## src/rtl/uart_pkg.sv

```systemverilog
// Shared UART definitions: frame geometry defaults, receiver state encoding, parity sense.
// Used by the RX deframer, the transmitter and BaudControl.
package uart_pkg;

    localparam int UART_DATA_BITS  = 8;
    localparam int UART_OVERSAMPLE = 16;

    // XOR across data bits plus parity bit that a correct even-parity frame produces.
    localparam logic PARITY_EVEN = 1'b0;

    typedef enum logic [2:0] {
        IDLE   = 3'd0,
        START  = 3'd1,
        DATA   = 3'd2,
        PARITY = 3'd3,
        STOP   = 3'd4,
        BREAK  = 3'd5
    } rx_state_e;

endpackage

```

## src/rtl/uart_rx_sync.sv

```systemverilog
// Two-flop synchronizer for the asynchronous serial line.
// Resets to 1 so an idle (high) line never looks like a start bit after reset.
module uart_rx_sync (
    input  logic clk,
    input  logic rst,
    input  logic rx,
    output logic rx_s
);

    logic meta;

    always_ff @(posedge clk or posedge rst) begin
        if (rst) begin
            meta <= 1'b1;
            rx_s <= 1'b1;
        end else begin
            meta <= rx;
            rx_s <= meta;
        end
    end

endmodule

```

## src/rtl/uart_rx_frame.sv

```systemverilog
// UART receive deframer: recovers 8N1/8E1 frames from an oversampled serial line and
// presents each byte with a one-cycle valid plus parity and framing error flags.
module uart_rx_frame
    import uart_pkg::*;
#(
    parameter int DATA_BITS  = UART_DATA_BITS,
    parameter int OVERSAMPLE = UART_OVERSAMPLE
) (
    input  logic                 clk,
    input  logic                 rst,
    input  logic                 baud_tick,
    input  logic                 rx,
    input  logic                 parity_en,
    output logic [DATA_BITS-1:0] rx_data,
    output logic                 rx_valid,
    output logic                 parity_err,
    output logic                 frame_err,
    output logic                 busy,
    output rx_state_e            state_dbg
);

    localparam int OS_W = $clog2(OVERSAMPLE);
    localparam int BC_W = $clog2(DATA_BITS);
    localparam logic [OS_W-1:0] OS_LAST  = OS_W'(OVERSAMPLE - 1);
    localparam logic [OS_W-1:0] OS_MID   = OS_W'(OVERSAMPLE / 2 - 1);
    localparam logic [BC_W-1:0] BIT_LAST = BC_W'(DATA_BITS - 1);

    logic rx_s;

    uart_rx_sync u_sync (
        .clk  (clk),
        .rst  (rst),
        .rx   (rx),
        .rx_s (rx_s)
    );

    rx_state_e            state, state_n;
    logic [OS_W-1:0]      os_cnt, os_cnt_n;
    logic [BC_W-1:0]      bit_cnt, bit_cnt_n;
    logic [DATA_BITS-1:0] shift, shift_n;
    logic                 perr, perr_n;
    logic                 par_lat, par_lat_n;
    logic [DATA_BITS-1:0] rx_data_n;
    logic                 rx_valid_n, parity_err_n, frame_err_n;

    always_ff @(posedge clk or posedge rst) begin
        if (rst) begin
            state      <= IDLE;
            os_cnt     <= '0;
            bit_cnt    <= '0;
            shift      <= '0;
            perr       <= 1'b0;
            par_lat    <= 1'b0;
            rx_data    <= '0;
            rx_valid   <= 1'b0;
            parity_err <= 1'b0;
            frame_err  <= 1'b0;
        end else begin
            state      <= state_n;
            os_cnt     <= os_cnt_n;
            bit_cnt    <= bit_cnt_n;
            shift      <= shift_n;
            perr       <= perr_n;
            par_lat    <= par_lat_n;
            rx_data    <= rx_data_n;
            rx_valid   <= rx_valid_n;
            parity_err <= parity_err_n;
            frame_err  <= frame_err_n;
        end
    end

    always_comb begin
        state_n      = state;
        os_cnt_n     = os_cnt;
        bit_cnt_n    = bit_cnt;
        shift_n      = shift;
        perr_n       = perr;
        par_lat_n    = par_lat;
        rx_data_n    = rx_data;
        rx_valid_n   = 1'b0;
        parity_err_n = parity_err;
        frame_err_n  = frame_err;

        case (state)
            IDLE: begin
                if (baud_tick && !rx_s) begin
                    state_n  = START;
                    os_cnt_n = '0;
                end
            end
            START: begin
                // Mid-start-bit recheck rejects line glitches shorter than half a bit.
                if (baud_tick) begin
                    if (os_cnt == OS_MID) begin
                        if (!rx_s) begin
                            state_n   = DATA;
                            os_cnt_n  = '0;
                            bit_cnt_n = '0;
                            perr_n    = 1'b0;
                            par_lat_n = parity_en;
                        end else begin
                            state_n = IDLE;
                        end
                    end else begin
                        os_cnt_n = os_cnt + OS_W'(1);
                    end
                end
            end
            DATA: begin
                if (baud_tick) begin
                    if (os_cnt == OS_LAST) begin
                        shift_n   = {rx_s, shift[DATA_BITS-1:1]};
                        os_cnt_n  = '0;
                        bit_cnt_n = bit_cnt + BC_W'(1);
                        if (bit_cnt == BIT_LAST) begin
                            state_n = par_lat ? PARITY : STOP;
                        end
                    end else begin
                        os_cnt_n = os_cnt + OS_W'(1);
                    end
                end
            end
            PARITY: begin
                if (baud_tick) begin
                    if (os_cnt == OS_LAST) begin
                        perr_n   = (^{shift, rx_s}) ^ PARITY_EVEN;
                        os_cnt_n = '0;
                        state_n  = STOP;
                    end else begin
                        os_cnt_n = os_cnt + OS_W'(1);
                    end
                end
            end
            STOP: begin
                if (baud_tick) begin
                    if (os_cnt == OS_LAST) begin
                        rx_data_n    = shift;
                        rx_valid_n   = 1'b1;
                        parity_err_n = par_lat & perr;
                        frame_err_n  = ~rx_s;
                        os_cnt_n     = '0;
                        state_n      = rx_s ? IDLE : BREAK;
                    end else begin
                        os_cnt_n = os_cnt + OS_W'(1);
                    end
                end
            end
            BREAK: begin
                // A line held low must return high before another start is accepted.
                if (rx_s) begin
                    state_n = IDLE;
                end
            end
            default: state_n = IDLE;
        endcase
    end

    assign busy      = (state != IDLE);
    assign state_dbg = state;

endmodule
```

## config.mk

```make
export PLATFORM = sky130hd
export DESIGN_NAME = uart_rx_frame
export DESIGN_NICKNAME = d
export VERILOG_FILES = /design/src/rtl/uart_pkg.sv /design/src/rtl/uart_rx_sync.sv /design/src/rtl/uart_rx_frame.sv
export SDC_FILE = /design/constraint.sdc
export NUM_CORES = 1
export LEC_CHECK = 0
export BUFFER_PORTS_ARGS = -buffer_cell sky130_fd_sc_hd__buf_2
export CORE_AREA = 3 3 59 61
export CTS_CLUSTER_SIZE = 25
export DETAILED_ROUTE_END_ITERATION = 12
export DIE_AREA = 0 0 62 64
export PLACE_DENSITY = 0.74
export SYNTH_ARGS = -nofsm -noshare
export SYNTH_HDL_FRONTEND = slang
export SYNTH_SLANG_ARGS = --single-unit
export TNS_END_PERCENT = 20
```

## constraint.sdc

```tcl
create_clock -name clk -period 4.99 [get_ports clk]
set_input_delay 0.7485 -clock clk [delete_from_list [all_inputs] [get_ports clk]]
set_output_delay 0.7485 -clock clk [all_outputs]
set_load 0.02 [all_outputs]
```

=== After elaboration in Yosys (flattened, before gate mapping) ===
Cells that the tools add are included.

* Bits in registers: 33
* Input bits: 5
* Output and inout bits: 15

* $add $sub $neg: 2
* Equal/unequal tests: 22
* Mux-type cells: 37
* Bitwise operators: 2
* Reductions and logical operators: 16

{| class="wikitable"
|+ Operators by type and width
! operator !! number
|-
| 2-to-1 mux 3 bit || 18
|-
| 2-to-1 mux 4 bit || 6
|-
| != test 2 bit (second input constant) || 11
|-
| case mux 3 bit (6 select lines) || 1
|-
| case mux 4 bit (3 select lines) || 1
|-
| AND reduction 6 bit || 2
|-
| AND reduction 11 bit || 1
|-
| equality test 3 bit (second input constant) || 3
|-
| parity 9 bit || 1
|-
| 2-to-1 mux 1 bit || 8
|-
| equality test 3 x 2 -> 1 bit (second input constant) || 2
|-
| case mux 3 bit (2 select lines) || 1
|-
| AND reduction 3 bit || 2
|-
| nonzero test 3 bit || 2
|-
| AND reduction 5 bit || 1
|-
| adder 4 x 1 -> 4 bit (second input constant) || 1
|-
| equality test 4 x 3 -> 1 bit (second input constant) || 1
|-
| equality test 4 bit (second input constant) || 1
|-
| != test 2 x 1 -> 1 bit (second input constant) || 2
|-
| AND reduction 4 bit || 1
|-
| nonzero test 2 bit || 2
|-
| adder 3 x 1 -> 3 bit (second input constant) || 1
|-
| equality test 3 x 1 -> 1 bit (second input constant) || 1
|-
| logical NOT 3 bit || 1
|-
| other kinds (8) || 8
|}

=== Depth between registers and ports, before layout ===
* Depth in word-level cells: 5
* Depth in mapped cells: 6
* Mapped depth without buffers: 6

=== Hierarchy ===
From an unflattened synthesis, not the netlist that was laid out.

* Cells, all modules: 130
* Area, all modules: 1594.0 µm²

{| class="wikitable"
|+ By module, submodules not included
! module !! instances !! cells an instance !! area each (µm²) !! seq. area each (µm²)
|-
| uart_rx_frame || 1 || 127 || 1537.7 || 775.7
|-
| uart_rx_sync || 1 || 3 || 56.3 || 52.6
|}

=== Worst setup path after synthesis ===
OpenSTA, ideal clock, no wires.

* Path type: register to register
* Start point: reg, netlist name bit_cnt[0]
* End point: reg par_lat
* Library setup time: 127 ps
* Arrival time: 1711 ps
* Setup slack: 3152 ps
* Cell stages (with the launch flop): 7
* Path buffers: 0
* Cells stage by stage: dfrtp_1 -> ha_1 -> ha_1 -> or2_2 -> a211oi_2 -> nor2_2 -> mux2_1

{| class="wikitable"
|+ RTL lines
! item !! line !! RTL
|-
| end signal: assignment || uart_rx_frame.sv:64 || <nowiki>par_lat <= par_lat_n;</nowiki>
|-
| end: declaration || uart_rx_frame.sv:42 || <nowiki>logic par_lat, par_lat_n;</nowiki>
|}

=== Worst setup path in the final report ===
* Start point: reg state[0], in the netlist state_dbg[0]
* End point: out busy

* Word-level cells in the longest chain between the ends: 1

{| class="wikitable"
|+ RTL lines
! item !! line !! RTL
|-
| start: declaration || uart_rx_frame.sv:37 || <nowiki>rx_state_e state, state_n;</nowiki>
|-
| start signal: assignment || uart_rx_frame.sv:59 || <nowiki>state <= state_n;</nowiki>
|-
| nonzero test 3 bit || uart_rx_frame.sv:158 || <nowiki>assign busy = (state != IDLE);</nowiki>
|-
| end: declaration || uart_rx_frame.sv:18 || <nowiki>output logic busy,</nowiki>
|}

Every way passes these cells.

==> metrics <==
initial antenna violation count=0; final instance area=1794 um^2; number of fill cells=253; vias in the first global route=1,174; via count=1,118; post-synthesis sequential area ratio=50.84%; Lkg Pwr=0.8944 nW; RSZ-0062 raised after global routing=false; Hold Vio Cnt, Final=0; CP endpoint kind=output port; wire per inst=13.92 um; top routing layer used=met4; peak supply drop=0.0001884 V; Synth cell types=39; hold buffers post-CTS=0; Final ANT Viol Nets=0; Synth Register Bits=33; Yosys Warn Count=0; drt first pass iters=4; Starting Density=53.80%; die extent in y=64 um; Port Buffers=19; Die X=62 um; Slew @ Worst Pin=0.5807 ns; Setup CP Type=flip-flop to output port; drt drc=0; post-synthesis async set-or-reset flop share=100.0%; CTS root buf=clkbuf_4; placed cell area=1739 um^2; final period utilization=44.59%; CTS H-Tree Depth=2; later-pin clock latency in the skew report=0.33 ns; Post-CTS Resized=0; outcome=finished, final reports clean; Num CTS Buffers=5; Max Fclk=449.4 MHz; area grow syn2layout=10.14%; sequential standard cell area=828.3 um^2; most frequent cells in the layout=dfrtp_1, mux2_2, buf_2; Post-Syn Instances=141; largest net degree at the start of global routing=34; commonest non-fill, non-tap cell in the layout=dfrtp_1; # Post-CTS Setup Buffers=0; required time of the critical path=4.24 ns; IO Count=20; clock buffer depth=2; Vias/cell=5.427; num rows=20; Synth Flop Type=dfrtp_1; clock tree sinks=33; Clock transition at path regs=0.10 ns; Core Region=3028 um^2; max-cap violations=0; Post-DP HPWL=2.017 mm; top post-synthesis cells by area=dfrtp_1, mux2_2, xnor2_1, dfstp_2, o21ai_0; DIE AREA=3968 um^2; Pwr Total=731.5 uW; metal2 WL=1.445 mm; largest area contributor in the synthesized netlist=dfrtp_1; hold crit path type=flip-flop to flip-flop; met3 routed WL=130 um; Synth top area share=47.62%; Net count, final=169; total negative slack=0 ns; Pins Over Slew Limit=0; number of synthesized flops with an enable pin=0; arrival time worst endpoint=1.48 ns; total wire length=2.867 mm; layout cells sized above 1=33.95%; routability cong.=0.8155; Final Util=59.26%; skew final=0.005369 ns; net count after synthesis=149; Avg Cell Area, Syn=11.55 um^2; multi-input logic area=738.2 um^2; Synth Cell Area=1629 um^2; Max-slew headroom=61.18%; nature of the critical path startpoint=flip-flop; GRT Util Overall=17.90%; first-pass GRT wire length=5.292 mm; Pwr Density=407.7 nW/um^2; CTS tree=built; WL met1=1.232 mm; diode count=0; final setup violation count=0; Starting DRT DRC Count=62; grt total ovfl=0; Final min period=2.225 ns; Worst Path Max Fanout=16
Yosys cell counts, drive strengths merged, types with 2 or more instances:
cell type and instances:
mux2 20, a22o 4, ha 3, o21ai 9, a21oi 3, or2 2
nand2 8, dfrtp 31, xnor2 8, o21bai 2, or3 3, and3 3
dfstp 2, nand3 4, nor2 7, inv 4, nand2b 4, buf 7
stage by stage:
stage | cells | setup WS (ns) | hold WS [ns]
3_3_place_gp | 198 | 2.896 | 0.3468
5_1_grt | 206 | 2.683 | 0.3716
2_1_floorplan | 141 | 3.152 | 0.3452
4_1_cts | 206 | 2.757 | 0.3633
3_5_place_dp | 198 | 2.844 | 0.3485
6_report | 206 | 2.765 | 0.3629
sequential cells by signal (all words and copies together) (netlist names), 3 cells and up:
signal / cells
rx_data: 8
shift: 8
os_cnt: 4
bit_cnt: 3
state_dbg: 3
metal layers:
| layer | track usage, % | up-vias |
|---|---|---|
| met2 | 28.76 | 30 |
| met5 | 0 | - |
| met1 | 21.61 | 546 |
| met3 | 6.263 | 7 |
| li1 | - | 535 |
| met4 | 6.366 | 0 |
final timing paths:
check,startpoint,endpoint,slack (ns),cells past startpoint
worst max-delay path,state_dbg[0]$_DFFE_PP0P_,busy,2.76,2
worst min-delay path,u_sync.meta$_DFF_PP1_,u_sync.rx_s$_DFF_PP1_,0.36,0
worst max register to register,bit_cnt[0]$_DFFE_PP0P_,par_lat$_DFFE_PP0P_,3.01,6
worst min register to register,u_sync.meta$_DFF_PP1_,u_sync.rx_s$_DFF_PP1_,0.36,0
max in group asynchronous,rst,u_sync.meta$_DFF_PP1_,4.20,3
min in group asynchronous,rst,rx_data[0]$_DFFE_PP0P_,0.47,3
report_power, final:
part | switching [mW] | total, mW | internal, mW
clock network | 0.0924 | 0.145 | 0.0531
registers | 0.0619 | 0.368 | 0.306
logic | 0.108 | 0.218 | 0.109
total | 0.263 | 0.732 | 0.469
kinds of logic after synthesis:
group                    share of synthesized area, %
AND/OR/NAND/NOR                                 12.44
flip-flops                                      50.84
AO/OA/AOI/OAI                                   11.91
multiplexers                                    13.83
buffers and inverters                           3.840
XOR/XNOR                                        4.839
adder cells (fa/ha/maj)                         2.304
layout make-up:
cell class	instances	area share (%)
clock inverter	3	0.9763
inverter	4	0.8368
tap	44	3.068
timing repair buffer	20	5.718
clock buffer	5	2.092
sequential	33	46.16
multi-input combinational	97	41.14
worst max-delay path: stages (launching register included):
cell and delay [ns]:
dfrtp_1 0.55, or3_1 0.42, buf_2 0.17
Power figures use the tool's default switching activity.
